<file path="src/rtl/aes_round_ctrl.sv">
// Round sequencer for the iterative AES-128 encryption datapath: INIT, rounds 1-10 with Rcon,
// then a pipeline flush that ends with a one-cycle done pulse aligned to ciphertext valid.
module aes_round_ctrl #(
    parameter int unsigned FLUSH_CYCLES = 2
) (
    input  logic       clock,
    input  logic       reset_n,
    input  logic       start,
    output logic       ready,
    output logic       busy,
    output logic [7:0] Rcon_out,
    output logic [3:0] round,
    output logic       load_sel,
    output logic       last_round,
    output logic       done
);

    typedef enum logic [1:0] {
        StIdle,
        StInit,
        StRound,
        StFlush
    } state_e;

    localparam logic [2:0] FlushInit = 3'(FLUSH_CYCLES - 1);
    localparam logic [3:0] LastRound = 4'd10;

    state_e     state_q, state_d;
    logic [3:0] round_q, round_d;
    logic [7:0] rcon_q, rcon_d;
    logic [2:0] cnt_q, cnt_d;

    function automatic logic [7:0] xtime(input logic [7:0] r);
        return {r[6:0], 1'b0} ^ (r[7] ? 8'h1b : 8'h00);
    endfunction

    always_ff @(posedge clock or negedge reset_n) begin
        if (!reset_n) begin
            state_q <= StIdle;
            round_q <= 4'd0;
            rcon_q  <= 8'h00;
            cnt_q   <= 3'd0;
        end else begin
            state_q <= state_d;
            round_q <= round_d;
            rcon_q  <= rcon_d;
            cnt_q   <= cnt_d;
        end
    end

    always_comb begin
        state_d = state_q;
        round_d = round_q;
        rcon_d  = rcon_q;
        cnt_d   = cnt_q;
        unique case (state_q)
            StIdle: begin
                round_d = 4'd0;
                rcon_d  = 8'h00;
                if (start) begin
                    state_d = StInit;
                end
            end
            StInit: begin
                state_d = StRound;
                round_d = 4'd1;
                rcon_d  = 8'h01;
            end
            StRound: begin
                if (round_q == LastRound) begin
                    // Clear Rcon on exit so 0x36 is visible in round 10 only.
                    state_d = StFlush;
                    round_d = 4'd0;
                    rcon_d  = 8'h00;
                    cnt_d   = FlushInit;
                end else begin
                    round_d = round_q + 4'd1;
                    rcon_d  = xtime(rcon_q);
                end
            end
            StFlush: begin
                if (cnt_q == 3'd0) begin
                    state_d = StIdle;
                end else begin
                    cnt_d = cnt_q - 3'd1;
                end
            end
            default: begin
                state_d = StIdle;
            end
        endcase
    end

    // Outputs decode registered state only, so reset drops them without waiting for an edge.
    always_comb begin
        ready      = (state_q == StIdle);
        busy       = (state_q != StIdle);
        load_sel   = (state_q == StInit);
        Rcon_out   = (state_q == StRound) ? rcon_q : 8'h00;
        round      = (state_q == StRound) ? round_q : 4'd0;
        last_round = (state_q == StRound) && (round_q == LastRound);
        done       = (state_q == StFlush) && (cnt_q == 3'd0);
    end

endmodule

</file>
<file path="config.mk">
export PLATFORM = sky130hd
export DESIGN_NAME = aes_round_ctrl
export DESIGN_NICKNAME = d
export VERILOG_FILES = /design/src/rtl/aes_round_ctrl.sv
export SDC_FILE = /design/constraint.sdc
export NUM_CORES = 1
export LEC_CHECK = 0
export CAP_MARGIN = 20
export CORE_MARGIN = 4
export CORE_UTILIZATION = 51
export DETAILED_ROUTE_END_ITERATION = 8
export PLACE_DENSITY = 0.89
export SKIP_CTS_REPAIR_TIMING = 1
export SLEW_MARGIN = 30
export SYNTH_ARGS = -nofsm -noshare
export SYNTH_HDL_FRONTEND = slang
export SYNTH_SLANG_ARGS = --single-unit
</file>
<file path="constraint.sdc">
create_clock -name clock -period 1.7 [get_ports clock]
set_input_delay 0.255 -clock clock [delete_from_list [all_inputs] [get_ports clock]]
set_output_delay 0.255 -clock clock [all_outputs]
set_load 0.005 [all_outputs]
</file>
==> run_results.csv, run 1 <==
group,metric,value,unit
global_routing,grt_max_degree,20,
timing,grt_setup_unrepaired,"yes",
detailed_routing,drt_wl_total,3.920,mm
global_routing,grt_usage,21.87,%
logic_synthesis,yosysTopAreaCell,"dfrtp_1",
finish,nFillCells,88,
clock_tree,clk_path_buf_depth,2,
power,ir_drop,1841,uV
critical_path,r2r-start,"round_q[0]$_DFFE_PN0P_",
floorplanning,die_y,54.10,um
run_status,status,"finished, violations left",
floorplanning,core,0.001982,sq mm
critical_path,reg2reg_slack,-0.17,ns
job,cap_violations,0,
critical_path,worstSetupPathType,"flop to flop",
logic_synthesis,synth_commonest_cells,"17 x dfrtp_1, 12 x and2_1, 10 x ha_1",
timing,maxSlewHeadroom,61.63,%
logic_synthesis,synth_most_common_cell,"dfrtp_1",
timing,fin_crit,1.866,ns
clock_tree,cts_made_buffers,3,
clock_tree,clk_latency,0.31,ns
logic_synthesis,synth_top_area_share,39.26,%
critical_path,critPathLaunchType,"flop",
global_routing,grt_overflow_total,0,
clock_tree,clkTransAtPathRegs,0.12,ns
timing,fin_hold_ws,0.2599,ns
finish,instances_no_fill,179,
logic_synthesis,postSynth.asyncResetShare,100.0,%
detailed_routing,avgRoutedWirePerCell,21.90,um
logic_synthesis,yosys_warnings,0,
logic_synthesis,syn-instance-count,106,
clock_tree,cts.sinks,17,
place,port_buffers,19,
critical_path,cpMostUsedCell,"buf_4",
detailed_routing,drt_pass1_iterations,4,
place,dp_hpwl,2.033,mm
power,leakagePower,0.001095,uW
finish,drive_above_1_share,36.18,%
timing,clock.fmax,536.0,MHz
critical_path,worstPathMaxFanout,7,
finish,syn_to_final_growth,55.08,%
logic_synthesis,yosys_register_bits,17,
logic_synthesis,synth_edf_count,0,
timing,timing_hold_violations_final,0,
critical_path,slowest_delay,0.57,ns
timing,min_period_over_period,109.7,%
critical_path,crit_buf_inv,3,
place,dpl_cell_area,0.001428,sq mm
detailed_routing,drt_iter0_drc,37,
critical_path,cp_top_family,"compound AO/OA/AOI/OAI gates",
global_routing,antenna_found_initial,0,
critical_path,path_cells,"inv_2 > ha_4 > buf_4 > nand3b_4 > buf_4 > a2111oi_0 > a221oi_1",
logic_synthesis,synth_flop_cell,"dfrtp_1",
finish,nets,166,
detailed_routing,vias,1099,
floorplanning,num_rows,16,
logic_synthesis,yosysUniqueCellTypes,37,
critical_path,reg2reg_to,"cnt_q[0]$_DFFE_PN0P_",
logic_synthesis,synth_area_leaders,"dfrtp_1 39%, ha_1 12%, and2_1 6.9%",
detailed_routing,drc,0,
floorplanning,die_w,54.10,um
finish,fin_util,84.79,%
critical_path,r2r_cells,7,
power,pwr_density_cell,1569,mW/mm^2
detailed_routing,ant_nets,0,
global_routing,grt_pass1_vias,1001,
power,finalPower,2636,uW
place,dp_cells,166,
critical_path,cp.arrival,2.02,ns
clock_tree,h-tree-depth,1,
critical_path,cp_slowest_cell,"a2111oi_0",
timing,slew_violations,0,
logic_synthesis,syn_area,0.001084,sq mm
logic_synthesis,syn_area_per_cell,10.22,sq um
critical_path,endpoint_kind,"flop",
floorplanning,io_pins,20,
floorplanning,fp.dieArea,0.002926,sq mm
finish,finalInstanceArea,0.001680,sq mm
min_path,hold_class,"primary input to asynchronous set/reset pin",
timing,setup_viol,2,
run_status,failed_checks,"negative setup slack",
logic_synthesis,syn_nets,119,
detailed_routing,vias_per_cell,6.140,
clock_tree,root_buffer,"clkbuf_4",
clock_tree,cts_tree,"done",
timing,clock_skew,0.01166,ns
logic_synthesis,ys_seq_area_share,39.26,%
finish,n_antenna_cell,0,
global_routing,grt_pass1_wl,4.540,mm
critical_path,required,1.86,ns
timing,tightest_slew,0.5611,ns
place,gpl.final_weighted_congestion,0.8452,
floorplanning,initial_core_util,54.67,%
timing,fin_ws,-0.1656,ns
cells by family after synthesis:
family	Yosys count	share of synthesized area [%]
flops	17	39.26
xor+xnor	3	2.425
simple gates	36	21.48
mux	2	1.963
buf+inv	12	4.157
fa+ha+maj	10	11.55
compound gates	26	19.17
worst max path at each step:
stage,slack [ns],endpoint,startpoint,cells past startpoint
after floorplan,0.07,Rcon_out[0],state_q[0]$_DFFE_PN0P_,5
after detailed placement,-0.27,Rcon_out[7],state_q[0]$_DFFE_PN0P_,4
after CTS,-0.61,Rcon_out[7],state_q[0]$_DFFE_PN0P_,4
after global placement,-0.17,Rcon_out[7],state_q[0]$_DFFE_PN0P_,4
after global routing,-0.22,cnt_q[0]$_DFFE_PN0P_,round_q[0]$_DFFE_PN0P_,7
final,-0.17,cnt_q[0]$_DFFE_PN0P_,round_q[0]$_DFFE_PN0P_,7
placed cells by master, fill, tap and decap left out, types with 2 or more instances in the layout:
| cell type | n |
|---|---|
| nor2b_1 | 2 |
| nand2_1 | 5 |
| ha_4 | 5 |
| inv_2 | 5 |
| a31oi_1 | 2 |
| buf_4 | 22 |
| dlymetal6s2s_1 | 17 |
| inv_1 | 2 |
| clkbuf_4 | 3 |
| nand2b_1 | 2 |
| a22o_1 | 7 |
| nand3_1 | 3 |
| nor2_1 | 2 |
| and2_1 | 12 |
| buf_6 | 4 |
| clkdlybuf4s50_1 | 2 |
| xor2_1 | 3 |
| ha_1 | 4 |
| o21ai_0 | 3 |
| dfrtp_1 | 17 |
layout make-up:
cell class / instances / area [sq um] / area share (%)
inverter: 8 / 32.53 / 1.936
clock inverter: 1 / 5.005 / 0.2978
timing repair buffer: 46 / 457.9 / 27.25
clock buffer: 3 / 22.52 / 1.340
multi-input combinational: 77 / 703.2 / 41.85
tap: 27 / 33.78 / 2.010
sequential: 17 / 425.4 / 25.32
sequential cells by signal (all words and copies together) (netlist names):
name,count
rcon_q,8
round_q,4
cnt_q,3
state_q,2
metal layers:
metal | vias to the layer above | GRT usage [%] | wire [um]
li1 | 472 | - | -
met1 | 537 | 26.99 | 1602
met2 | 78 | 37.10 | 1957
met3 | 12 | 3.324 | 257
met4 | 0 | 10.37 | 104
met5 | - | 0 | 0
stage by stage:
stage	setup TNS, ns	setup WS (ns)
floorplan	0	0.07449
global placement	-2.056	-0.1712
detailed placement	-3.422	-0.2687
CTS	-8.877	-0.6080
global route	-0.3811	-0.2218
finish	-0.2370	-0.1656
power by group:
part	leakage (uW)	total, uW	switching (uW)	internal (uW)
sequential	0.000226	569	78.9	490
clock	0.0000177	234	146	87.9
combinational	0.000850	1830	918	914
No activity file was read; power rests on OpenSTA's default activity.
==> run 2: changes to the inputs <==
- ABC_AREA: not set -> 1
==> run 2 against run 1 <==
Against the previous run:
- the run still ends with negative setup slack left
- synthesized cell count is 38% higher
- setup slack better by 0.11 ns
- sequential power fell by 5.4%
- global-route usage fell by 2.8 points
- largest cell class unchanged
==> run_results.csv, run 2 <==
group,metric,value,unit
run_status,status,"finished, violations left",
run_status,failed_checks,"negative setup slack",
global_routing,grt_overflow_total,0,
global_routing,grt_pass1_wl,4.057,mm
finish,multi_input_area,590.6,sq um
floorplanning,num_rows,16,
logic_synthesis,yosysTopAreaCell,"dfrtp_1",
global_routing,grt_usage,19.02,%
critical_path,required,1.44,ns
clock_tree,cts.sinks,17,
critical_path,cpMostUsedCell,"buf_4",
timing,min_period_over_period,103.2,%
finish,mostFrequentLayoutCell,"nand2_1",
power,leakagePower,0.0009249,uW
detailed_routing,ant_nets,0,
logic_synthesis,syn-instance-count,146,
finish,final_cell_mix,"40 x nand2_1, 32 x inv_1, 17 x dfrtp_1",
clock_tree,cts_made_buffers,3,
critical_path,crit_end,"Rcon_out[0]",
floorplanning,io_pins,20,
timing,slew_violations,0,
detailed_routing,drt_pass1_iterations,4,
floorplanning,core,0.002042,sq mm
critical_path,worstSetupPathType,"flop to output port",
timing,fin_crit,1.755,ns
clock_tree,clk_latency,0.30,ns
finish,fin_util,73.35,%
logic_synthesis,yosys_register_bits,17,
clock_tree,h-tree-depth,1,
finish,largestRegisters,"rcon_q (8), round_q (4), cnt_q (3)",
critical_path,cp.arrival,1.50,ns
timing,timing_hold_violations_final,0,
logic_synthesis,syn_area_per_cell,7.764,sq um
finish,largest_register_ffs,8,
critical_path,startpoint,"state_q[0]$_DFFE_PN0P_",
logic_synthesis,syn_area,0.001134,sq mm
place,port_buffers,19,
logic_synthesis,synth_top_area_share,37.53,%
detailed_routing,vias_per_cell,4.981,
timing,setup_viol,8,
job,cap_violations,0,
logic_synthesis,synth_area_leaders,"dfrtp_1 38%, nand2_1 15%, inv_1 11%",
logic_synthesis,synth_commonest_cells,"44 x nand2_1, 34 x inv_1, 17 x dfrtp_1",
clock_tree,root_buffer,"clkbuf_4",
logic_synthesis,yosysUniqueCellTypes,22,
floorplanning,die_y,55.15,um
min_path,hold_class,"primary input to asynchronous set/reset pin",
timing,grt_setup_unrepaired,"yes",
power,pwr_density_cell,1450,mW/mm^2
critical_path,slowest_delay,0.38,ns
critical_path,reg2reg_slack,0.16,ns
logic_synthesis,synth_edf_count,0,
detailed_routing,drc,0,
global_routing,grt_max_degree,18,
detailed_routing,drt_iter0_drc,26,
logic_synthesis,yosys_warnings,0,
critical_path,r2r-start,"state_q[0]$_DFFE_PN0P_",
power,ir_drop,1146,uV
critical_path,endpoint_kind,"output port",
finish,n_antenna_cell,0,
logic_synthesis,ys_seq_area_share,37.53,%
critical_path,worstPathMaxFanout,8,
critical_path,critPathLaunchType,"flop",
place,gpl.final_weighted_congestion,0.8878,
finish,drive_above_1_share,29.61,%
global_routing,antenna_found_initial,0,
detailed_routing,drt_wl_total,2.613,mm
detailed_routing,avgRoutedWirePerCell,12.68,um
floorplanning,fp.dieArea,0.003041,sq mm
finish,nets,193,
clock_tree,clkTransAtPathRegs,0.11,ns
clock_tree,cts_tree,"done",
critical_path,r2r_cells,6,
place,dp_hpwl,1.831,mm
floorplanning,initial_core_util,55.51,%
logic_synthesis,syn_nets,159,
logic_synthesis,postSynth.asyncResetShare,100.0,%
finish,instances_no_fill,206,
floorplanning,die_w,55.15,um
logic_synthesis,synth_most_common_cell,"nand2_1",
critical_path,reg2reg_to,"round_q[0]$_DFFE_PN0P_",
global_routing,grt_pass1_vias,990,
timing,clock_skew,0.007545,ns
timing,fin_ws,-0.05471,ns
logic_synthesis,synth_flop_cell,"dfrtp_1",
timing,tightest_slew,0.4039,ns
finish,area.sequential,425.4,sq um
finish,top_register,"rcon_q",
critical_path,path_cells,"inv_2 > buf_4 > ha_4 > buf_4 > buf_12 > nand2_1 > inv_1 > clkbuf_2",
finish,nFillCells,155,
clock_tree,clk_path_buf_depth,2,
detailed_routing,vias,1026,
place,dp_slack,-0.01323,ns
finish,syn_to_final_growth,32.12,%
critical_path,cp_slowest_cell,"dfrtp_1",
timing,clock.fmax,569.9,MHz
timing,maxSlewHeadroom,73.07,%
place,dp_cells,196,
[run 2: cell types whose count changed after synthesis, sizes merged, moves of 4 or more]
cell | previous run | this run
a22o | 7 | 0
and2 | 13 | 0
inv | 8 | 36
nand2 | 6 | 45
nand3 | 3 | 9
o21ai | 3 | 7
[run 2: final cells by class]
cell class | instances | share of cell area, %
Tap cell | 27 | 2.256
Sequential cell | 17 | 28.40
Multi-Input combinational cell | 89 | 39.43
Clock inverter | 1 | 0.3342
Inverter | 36 | 9.023
Timing Repair Buffer | 33 | 19.05
Clock buffer | 3 | 1.504
[run 2: stage by stage]
step	hold slack [ns]	power [uW]	instance area [sq um]	TNS, ns
6_report	0.2567	2172	1498	-0.2697
5_1_grt	0.2748	2342	1498	-0.9343
4_1_cts	0.2744	1937	1433	-4.873
3_5_place_dp	0.4636	1709	1405	-0.01323
3_3_place_gp	0.4550	1643	1405	0
2_1_floorplan	-0.04059	1308	1134	0
[run 2: cell families (layout without fill, tap and decap cells)]
| kind of cell | Yosys count | count (layout) | share of synthesized area, % |
|---|---|---|---|
| adders and majority gates | 10 | 10 | 11.04 |
| xor gates and xnor gates | 3 | 3 | 2.318 |
| AOI/OAI and AO/OA | 14 | 14 | 8.719 |
| DFF | 17 | 17 | 37.53 |
| and+or+nand+nor | 62 | 62 | 26.27 |
| buffers and inverters | 40 | 73 | 14.13 |
[run 2: worst min path at each step]
stage,from,to,slack (ns),depth (start not counted)
after floorplan,reset_n,cnt_q[0]$_DFFE_PN0P_,-0.04,0
after global placement,cnt_q[1]$_DFFE_PN0P_,cnt_q[1]$_DFFE_PN0P_,0.45,2
after detailed placement,cnt_q[1]$_DFFE_PN0P_,cnt_q[1]$_DFFE_PN0P_,0.46,2
after CTS,reset_n,rcon_q[1]$_DFFE_PN0P_,0.27,2
after global routing,reset_n,rcon_q[1]$_DFFE_PN0P_,0.27,2
final,reset_n,rcon_q[1]$_DFFE_PN0P_,0.26,2
[run 2: metal layers]
layer  vias up  wire length [um]  GRT usage (%)
li1        506                 -              -
met1       488              1223          22.32
met2        27              1258          32.48
met3         5                78          2.681
met4         0                53          11.74
met5         -                 0              0
[run 2: where the power goes]
group          internal, uW  switching [uW]
Combinational           638             772
Clock                  87.9             137
Sequential              486            51.3
[run 2: worst max-delay path: cells and delay by family (launching register included)]
kind / cells / cell delay, ns
fa+ha+maj: 1 / 0.16
flops: 1 / 0.38
simple gates: 1 / 0.05
buf+inv: 6 / 0.60
==> run 3: changes to the inputs <==
--- a/config.mk
+++ b/config.mk
@@ -12,3 +12,4 @@
 export DETAILED_ROUTE_END_ITERATION = 8
-export PLACE_DENSITY = 0.89
+export PLACE_DENSITY_LB_ADDON = 0.05
+export RECOVER_POWER = 100
 export SKIP_CTS_REPAIR_TIMING = 1
--- a/constraint.sdc
+++ b/constraint.sdc
@@ -3,2 +3,2 @@
 set_output_delay 0.255 -clock clock [all_outputs]
-set_load 0.005 [all_outputs]
+set_load 0.05 [all_outputs]
==> run 3 against run 2 <==
Against the previous run:
- the run now ends clean
- first-iteration DRC count shrank 12%
- maximum frequency increased by 5.3%
- cell area up 8.4%
- critical path depth decreased by 2
- worst hold slack improved by 0.23 ns
- power is 7.5% higher
- die area did not move
- register-to-register slack worse by 0.08 ns
- sequential cell count is the same
- clock-buffer cell count up 1
- clock power about the same
==> run_results.csv, run 3 (same netlist as run 2, synthesis figures left out) <==
group,metric,value,unit
global_routing,grt_pass1_vias,951,
critical_path,endpoint_kind,"output port",
critical_path,cp.arrival,1.41,ns
finish,n_antenna_cell,0,
critical_path,worstSetupPathType,"flop to output port",
timing,tightest_slew,0.9433,ns
global_routing,grt_max_degree,18,
critical_path,cp_slowest_cell,"dfrtp_1",
place,dp_slack,0.1430,ns
timing,slew_violations,0,
detailed_routing,ant_nets,0,
timing,min_period_over_period,98.04,%
critical_path,slowest_delay,0.40,ns
detailed_routing,drt_wl_total,2.782,mm
floorplanning,io_pins,20,
critical_path,reg2reg_to,"round_q[0]$_DFFE_PN0P_",
clock_tree,clkTransAtPathRegs,0.10,ns
clock_tree,cts_made_buffers,3,
timing,maxSlewHeadroom,37.11,%
finish,area.sequential,426.7,sq um
global_routing,grt_usage,19.82,%
finish,drive_above_1_share,32.57,%
job,cap_violations,0,
min_path,hold_class,"flop to flop",
clock_tree,h-tree-depth,1,
critical_path,path_cells,"inv_2 > ha_4 > clkbuf_16 > nand2_2 > inv_2 > buf_12",
finish,mostFrequentLayoutCell,"nand2_1",
global_routing,grt_overflow_total,0,
floorplanning,die_w,55.15,um
place,dpl_cell_area,0.001528,sq mm
min_path,whs_endpoint,"cnt_q[1]$_DFFE_PN0P_",
critical_path,reg2reg_slack,0.08,ns
timing,fin_setup_tns,0,ns
finish,syn_to_final_growth,43.27,%
finish,top_register,"rcon_q",
run_status,status,"completed",
finish,nets,189,
critical_path,crit_buf_inv,4,
critical_path,cp_top_family,"buffers and inverters",
finish,finalInstanceArea,0.001624,sq mm
timing,fin_crit,1.667,ns
floorplanning,initial_core_util,55.51,%
timing,setup_viol,0,
detailed_routing,drt_pass1_iterations,4,
floorplanning,num_rows,16,
clock_tree,clk_path_buf_depth,2,
critical_path,worstPathMaxFanout,6,
critical_path,cpMostUsedCell,"inv_2",
floorplanning,fp.dieArea,0.003041,sq mm
timing,clock.fmax,600.0,MHz
timing,grt_setup_unrepaired,"yes",
critical_path,r2r_cells,6,
place,dp_hpwl,1.879,mm
clock_tree,cts.sinks,17,
power,leakagePower,0.0008434,uW
detailed_routing,drc,0,
min_path,min_path_cells,2,
finish,largest_register_ffs,8,
detailed_routing,drt_iter0_drc,23,
clock_tree,cts_tree,"done",
global_routing,antenna_found_initial,0,
place,port_buffers,19,
critical_path,worst-path-stages,6,
floorplanning,die_y,55.15,um
timing,clock_skew,0.007431,ns
critical_path,critPathLaunchType,"flop",
min_path,min_from,"cnt_q[1]$_DFFE_PN0P_",
detailed_routing,avgRoutedWirePerCell,13.77,um
power,ir_drop,1562,uV
clock_tree,root_buffer,"clkbuf_4",
finish,nFillCells,141,
detailed_routing,vias_per_cell,5.069,
power,pwr_density_cell,1438,mW/mm^2
timing,timing_hold_violations_final,0,
critical_path,r2r-start,"state_q[0]$_DFFE_PN0P_",
timing,fin_ws,0.03325,ns
clock_tree,clk_latency,0.29,ns
detailed_routing,vias,1024,
critical_path,required,1.44,ns
finish,final_cell_mix,"41 x nand2_1, 22 x inv_1, 16 x dfrtp_1, 16 x buf_12, 14 x inv_2",
finish,multi_input_area,560.5,sq um
place,gpl.final_weighted_congestion,0.7662,
floorplanning,core,0.002042,sq mm
global_routing,grt_pass1_wl,4.222,mm
finish,largestRegisters,"rcon_q (8), round_q (4), cnt_q (3)",
[run 3: metal layers]
layer | global-route usage (%) | wire length (um)
met3 | 4.021 | 117
met5 | 0 | 0
met4 | 11.74 | 65
met1 | 23.36 | 1147
met2 | 33.07 | 1451
[run 3: worst max path at each step]
stage               slack, ns           to                    from
detailed placement       0.14     round[2]  state_q[0]$_DFFE_PN0P_
floorplan                0.09         busy  state_q[0]$_DFFE_PN0P_
finish                   0.03     round[2]  state_q[0]$_DFFE_PN0P_
global route            -0.04         busy  state_q[1]$_DFFE_PN0P_
global placement         0.19  Rcon_out[6]  state_q[0]$_DFFE_PN0P_
CTS                     -0.19     round[2]  state_q[0]$_DFFE_PN0P_
[run 3: stage by stage]
step	util (%)	instances	hold slack (ns)	power (uW)
after CTS	76.10	195	0.2835	2184
final	79.53	202	0.4865	2336
after detailed placement	74.82	191	0.4658	1962
after global placement	74.82	191	0.4556	1905
after global routing	79.53	202	0.5404	2509
after floorplan	-	146	-0.04059	1512
[run 3: where the power goes]
part / switching, uW / total, uW / internal (uW)
sequential: 73.1 / 561 / 487
combinational: 926 / 1550 / 626
clock: 131 / 223 / 91.3
total: 1130 / 2340 / 1210
[run 3: tightest hold or removal path: stages, from the launching register on]
cell and delay, ns:
dfrtp_1 0.35, nand2_1 0.06, nand2_1 0.05
[run 3: cell type report]
class,instances,area share (%)
sequential,17,26.27
multi-input combinational,89,34.51
tap,27,2.080
inverter,36,8.321
timing repair buffer,29,27.20
clock buffer,4,1.618
==> RTL change 1: new RTL, flow settings as in run 1 <==
Encoding of `state_e`: now one-hot (4 bits for 4 states).
--- a/src/rtl/aes_round_ctrl.sv
+++ b/src/rtl/aes_round_ctrl.sv
@@ -17,7 +17,7 @@
 
-    typedef enum logic [1:0] {
-        StIdle,
-        StInit,
-        StRound,
-        StFlush
+    typedef enum logic [3:0] {
+        StIdle  = 4'b0001,
+        StInit  = 4'b0010,
+        StRound = 4'b0100,
+        StFlush = 4'b1000
     } state_e;
Behaviour: no difference found for any inputs over 10 cycles, from zero or initial values and one cycle with reset_n low; not proved beyond that.
==> RTL change 1 against run 1 <==
The run still ends with negative setup slack left; area after synthesis down 2.3%; combinational power down 32%; sequential power up 12%; clock skew down 0.0061 ns; power down 19%; cell count down 0.56%; die area down 2.0%; register-to-register slack worse by 0.03 ns; sequential cell count up 2; worst setup slack worse by 0.16 ns; final area down 4.5%; wire length down 18%; worst hold slack worse by 0.0099 ns; critical endpoint is now last_round; largest power group unchanged.
==> RTL change 1: results (changes against run 1) <==
| Metric | Value |
|---|---|
| Clock group total power | 0.251 mW (was 0.234 mW) |
| Failing checks | negative setup slack (unchanged) |
| Synth top area cells | dfrtp_1 43%, and2_1 5.9%, a22o_1 5.8% (was dfrtp_1 39%, ha_1 12%, and2_1 6.9%) |
| Syn avg cell area | 10.5 µm² (was 10.2 µm²) |
| Routed via count | 996 (was 1,099) |
| Comb power | 1.25 mW (was 1.83 mW) |
| Multi-input gates | 69 (was 77) |
| Slack of the critical path | -0.326 ns (was -0.166 ns) |
| DP Area | 1350 µm² (was 1430 µm²) |
| CTS sink cnt | 19 (was 17) |
| Status | finished with violations (unchanged) |
| Critical path arrival | 1.77 ns (was 2.02 ns) |
| Slew @ Worst Pin | 0.481 ns (was 0.561 ns) |
| GRT Total Usage | 19.5% (was 21.9%) |
| Setup violations, final | 24 (was 2) |
| Register area share after synthesis | 45.0% (was 39.3%) |
| Vias in the first global route | 937 (was 1,001) |
| M1 GR Usage | 18.6% (was 27.0%) |
| Non-clk bufs | 51 (was 46) |
| Lkg Pwr | 0.800 nW (was 1.09 nW) |
| Seq group | 0.638 mW (was 0.569 mW) |
| Nets | 159 (was 166) |
| Via-per-instance ratio | 5.60 (was 6.14) |
| Share of cells above drive strength 1 | 48.3% (was 36.2%) |
| WL met2 | 1580 µm (was 1960 µm) |
-- RTL change 1: kinds of logic after synthesis --
family                   Yosys count  synth area share (%)
flip-flops                        19                  45.0
adder cells (fa/ha/maj)            4                  4.73
multiplexers                       2                  2.01
AO/OA/AOI/OAI                     19                  15.6
AND/OR/NAND/NOR                   39                  22.8
XOR/XNOR                           4                  3.31
buffers and inverters             14                  6.50
-- RTL change 1: worst paths after layout --
kind                              end        from  depth (start not counted)  slack (ns)
max in group asynchronous  state_q[0]     reset_n                          2        1.18
hold / removal              rcon_q[0]     reset_n                          2        0.25
hold reg to reg              cnt_q[2]    cnt_q[2]                          1        0.52
min in group clock         state_q[0]       start                          2        0.49
setup reg to reg             cnt_q[1]  state_q[2]                          5       -0.20
setup / recovery           last_round  state_q[2]                          5       -0.33
-- RTL change 1: critical path, cell delays in order (launching register included) --
cell and delay (ns):
dfrtp_2 0.49, or4b_4 0.54, buf_6 0.15, buf_6 0.10, nor2_2 0.06, buf_2 0.11
==> RTL change 2: new RTL, config.mk and constraints of run 1 <==
Without the edit above. Make the reset (`reset_n`) synchronous in one clocked block.
--- a/src/rtl/aes_round_ctrl.sv
+++ b/src/rtl/aes_round_ctrl.sv
@@ -36,3 +36,3 @@
 
-    always_ff @(posedge clock or negedge reset_n) begin
+    always_ff @(posedge clock) begin
         if (!reset_n) begin
Behaviour: differs if reset_n is asserted again (counterexample within 4 cycles, from zero or initial values and one cycle with reset_n low); with reset_n held inactive, the same outputs for 10 cycles.
==> RTL change 2 against run 1 <==
Sequential share of layout area fell by 1.4 points; sequential cell count unchanged; wire length shrank 28%; clock skew is 0.0037 ns lower; area after synthesis down 3.3%; non-clock buffer count shrank 10; count of clock-buffer cells in the layout unchanged; final area decreased by 14%; maximum frequency increased by 11%; worst setup slack better by 0.18 ns.
Power is not compared: it rests on default switching activity, and its combinational part moved more than twofold at a synthesized area within 25%.
==> RTL change 2: results (changes against run 1) <==
| Metric | Value |
|---|---|
| Status | completed (was finished with violations) |
| Adder-Cell Fraction of Synth Area | 11.9% (was 11.5%) |
| Worst Path Max Fanout | 4 (was 7) |
| Hpwl dp | 1820 µm (was 2030 µm) |
| Port bufs | 19 (unchanged) |
| Initial antenna violation count | 0 (unchanged) |
| Total Wirelength | 2830 µm (was 3920 µm) |
| Peak VDD IR | 866 µV |
| Reg2reg path depth | 6 (was 7) |
| GRT Total Usage | 20.0% (was 21.9%) |
| Total power | 1.59 mW |
| Routed via count | 1,042 (was 1,099) |
| Power share of the clock group | 14.3% |
| Comb power | 0.852 mW |
| Post-synthesis async set-or-reset flop share | 0% (was 100%) |
| Reg2reg end | cnt_q[0] (unchanged) |
| R2R setup slack | 0.01 ns (was -0.17 ns) |
| Post-synthesis xor/xnor area fraction | 2.51% (was 2.42%) |
| Crit path to | cnt_q[0] (unchanged) |
| Clock transition at path regs | about 0.11 ns |
| Largest net degree at the start of global routing | 16 (was 20) |
| Lkg Pwr | 0.863 nW |
| Worst path slowest cell | dfxtp_2 (was a2111oi_0) |
| RD Place Congestion | 0.824 (was 0.845) |
| Synth top cells by count | 17 x dfxtp_1, 12 x and2_1, 11 x inv_1 (was 17 x dfrtp_1, 12 x and2_1, 10 x ha_1) |
| Finished Layout Cells | 180 (was 179) |
| Post-synth EDFFs | 0 (unchanged) |
| Critical path arrival | 1.90 ns (was 2.02 ns) |
| Synth cell types | 32 (was 37) |
| Nets | 167 (was 166) |
| Share of cells above drive strength 1 | 24.2% (was 36.2%) |
| DRT Pass-1 Iters | 4 (unchanged) |
| Insertion delay to the later sink of the worst-skew pair | 0.30 ns |
| Register area share after synthesis | 32.5% (was 39.3%) |
| Syn nets | 133 (was 119) |
| Syn avg cell area | 8.73 µm² (was 10.2 µm²) |
| Max incr delay on CP | 0.34 ns (was 0.57 ns) |
| Initial drt markers | 22 (was 37) |
| Critical Path Start | state_q[0] (was round_q[0]) |
| Diodes inserted | 0 (unchanged) |
| Synth top area cells | dfxtp_1 32%, ha_1 12%, and2_1 7.2% (was dfrtp_1 39%, ha_1 12%, and2_1 6.9%) |
| Vias in the first global route | 903 (was 1,001) |
| Sw Ratio | 38.1% |
| Num CTS Buffers | 3 (unchanged) |
| First-pass GRT wire length | 4170 µm (was 4540 µm) |
| Hold Crit Class | flop to flop (was primary input to asynchronous set/reset pin) |
| Slew @ Worst Pin | 0.452 ns (was 0.561 ns) |
| Clk_skew | 0.00797 ns (was 0.0117 ns) |
| Mux cell area share after synthesis | 1.91% (was 1.96%) |
| DP Area | 1330 µm² (was 1430 µm²) |
| Compound-gate portion of the synthesized area | 18.3% (was 19.2%) |
## RTL change 2: cell count changes in the layout (fill, tap and decap cells not counted), moves of 7 or more
cell	before	now
a22o_1	7	0
a32oi_1	0	7
buf_4	22	15
dfrtp_1	17	0
dfxtp_1	0	14
inv_1	2	10
nor2_1	2	9
## RTL change 2: worst min-delay path by stage
stage	to	slack [ns]	depth (start not counted)
finish	cnt_q[1]	0.50	1
global route	cnt_q[1]	0.54	1
CTS	cnt_q[1]	0.50	1
detailed placement	cnt_q[1]	0.47	1
global placement	cnt_q[1]	0.47	1
floorplan	state_q[0]	0.39	1
## RTL change 2: worst max-delay path: cells and delay by family (launching register included)
family / cells / cell delay (ns)
DFF: 1 / 0.34
buffers and inverters: 2 / 0.26
AOI/OAI and AO/OA: 2 / 0.59
and+or+nand+nor: 1 / 0.21
adders and majority gates: 1 / 0.19
## RTL change 2: layer usage
metal	GRT usage, %	vias to the layer above	share of wire [%]
met2	32.4	30	51
li1	-	497	-
met1	25.7	510	43
met5	0	-	0
met3	3.38	5	4.5
met4	8.51	0	1.6
## RTL change 2: per-stage QoR
stage / setup WS, ns / hold WS, ns / TNS (ns)
3_5_place_dp: -0.0534 / 0.473 / -0.0575
4_1_cts: -0.402 / 0.498 / -4.73
2_1_floorplan: 0.160 / 0.388 / 0
6_report: 0.0147 / 0.499 / 0
5_1_grt: -0.0350 / 0.535 / -0.0785
3_3_place_gp: 0.0683 / 0.470 / 0
## RTL change 2: area by class of cell
type / instances / area (µm²)
Multi-Input combinational cell: 85 / 671
Fill cell: 147 / 510
Clock inverter: 1 / 5.00
Sequential cell: 17 / 347
Clock buffer: 3 / 22.5
Inverter: 11 / 41.3
Tap cell: 27 / 33.8
Timing Repair Buffer: 36 / 332
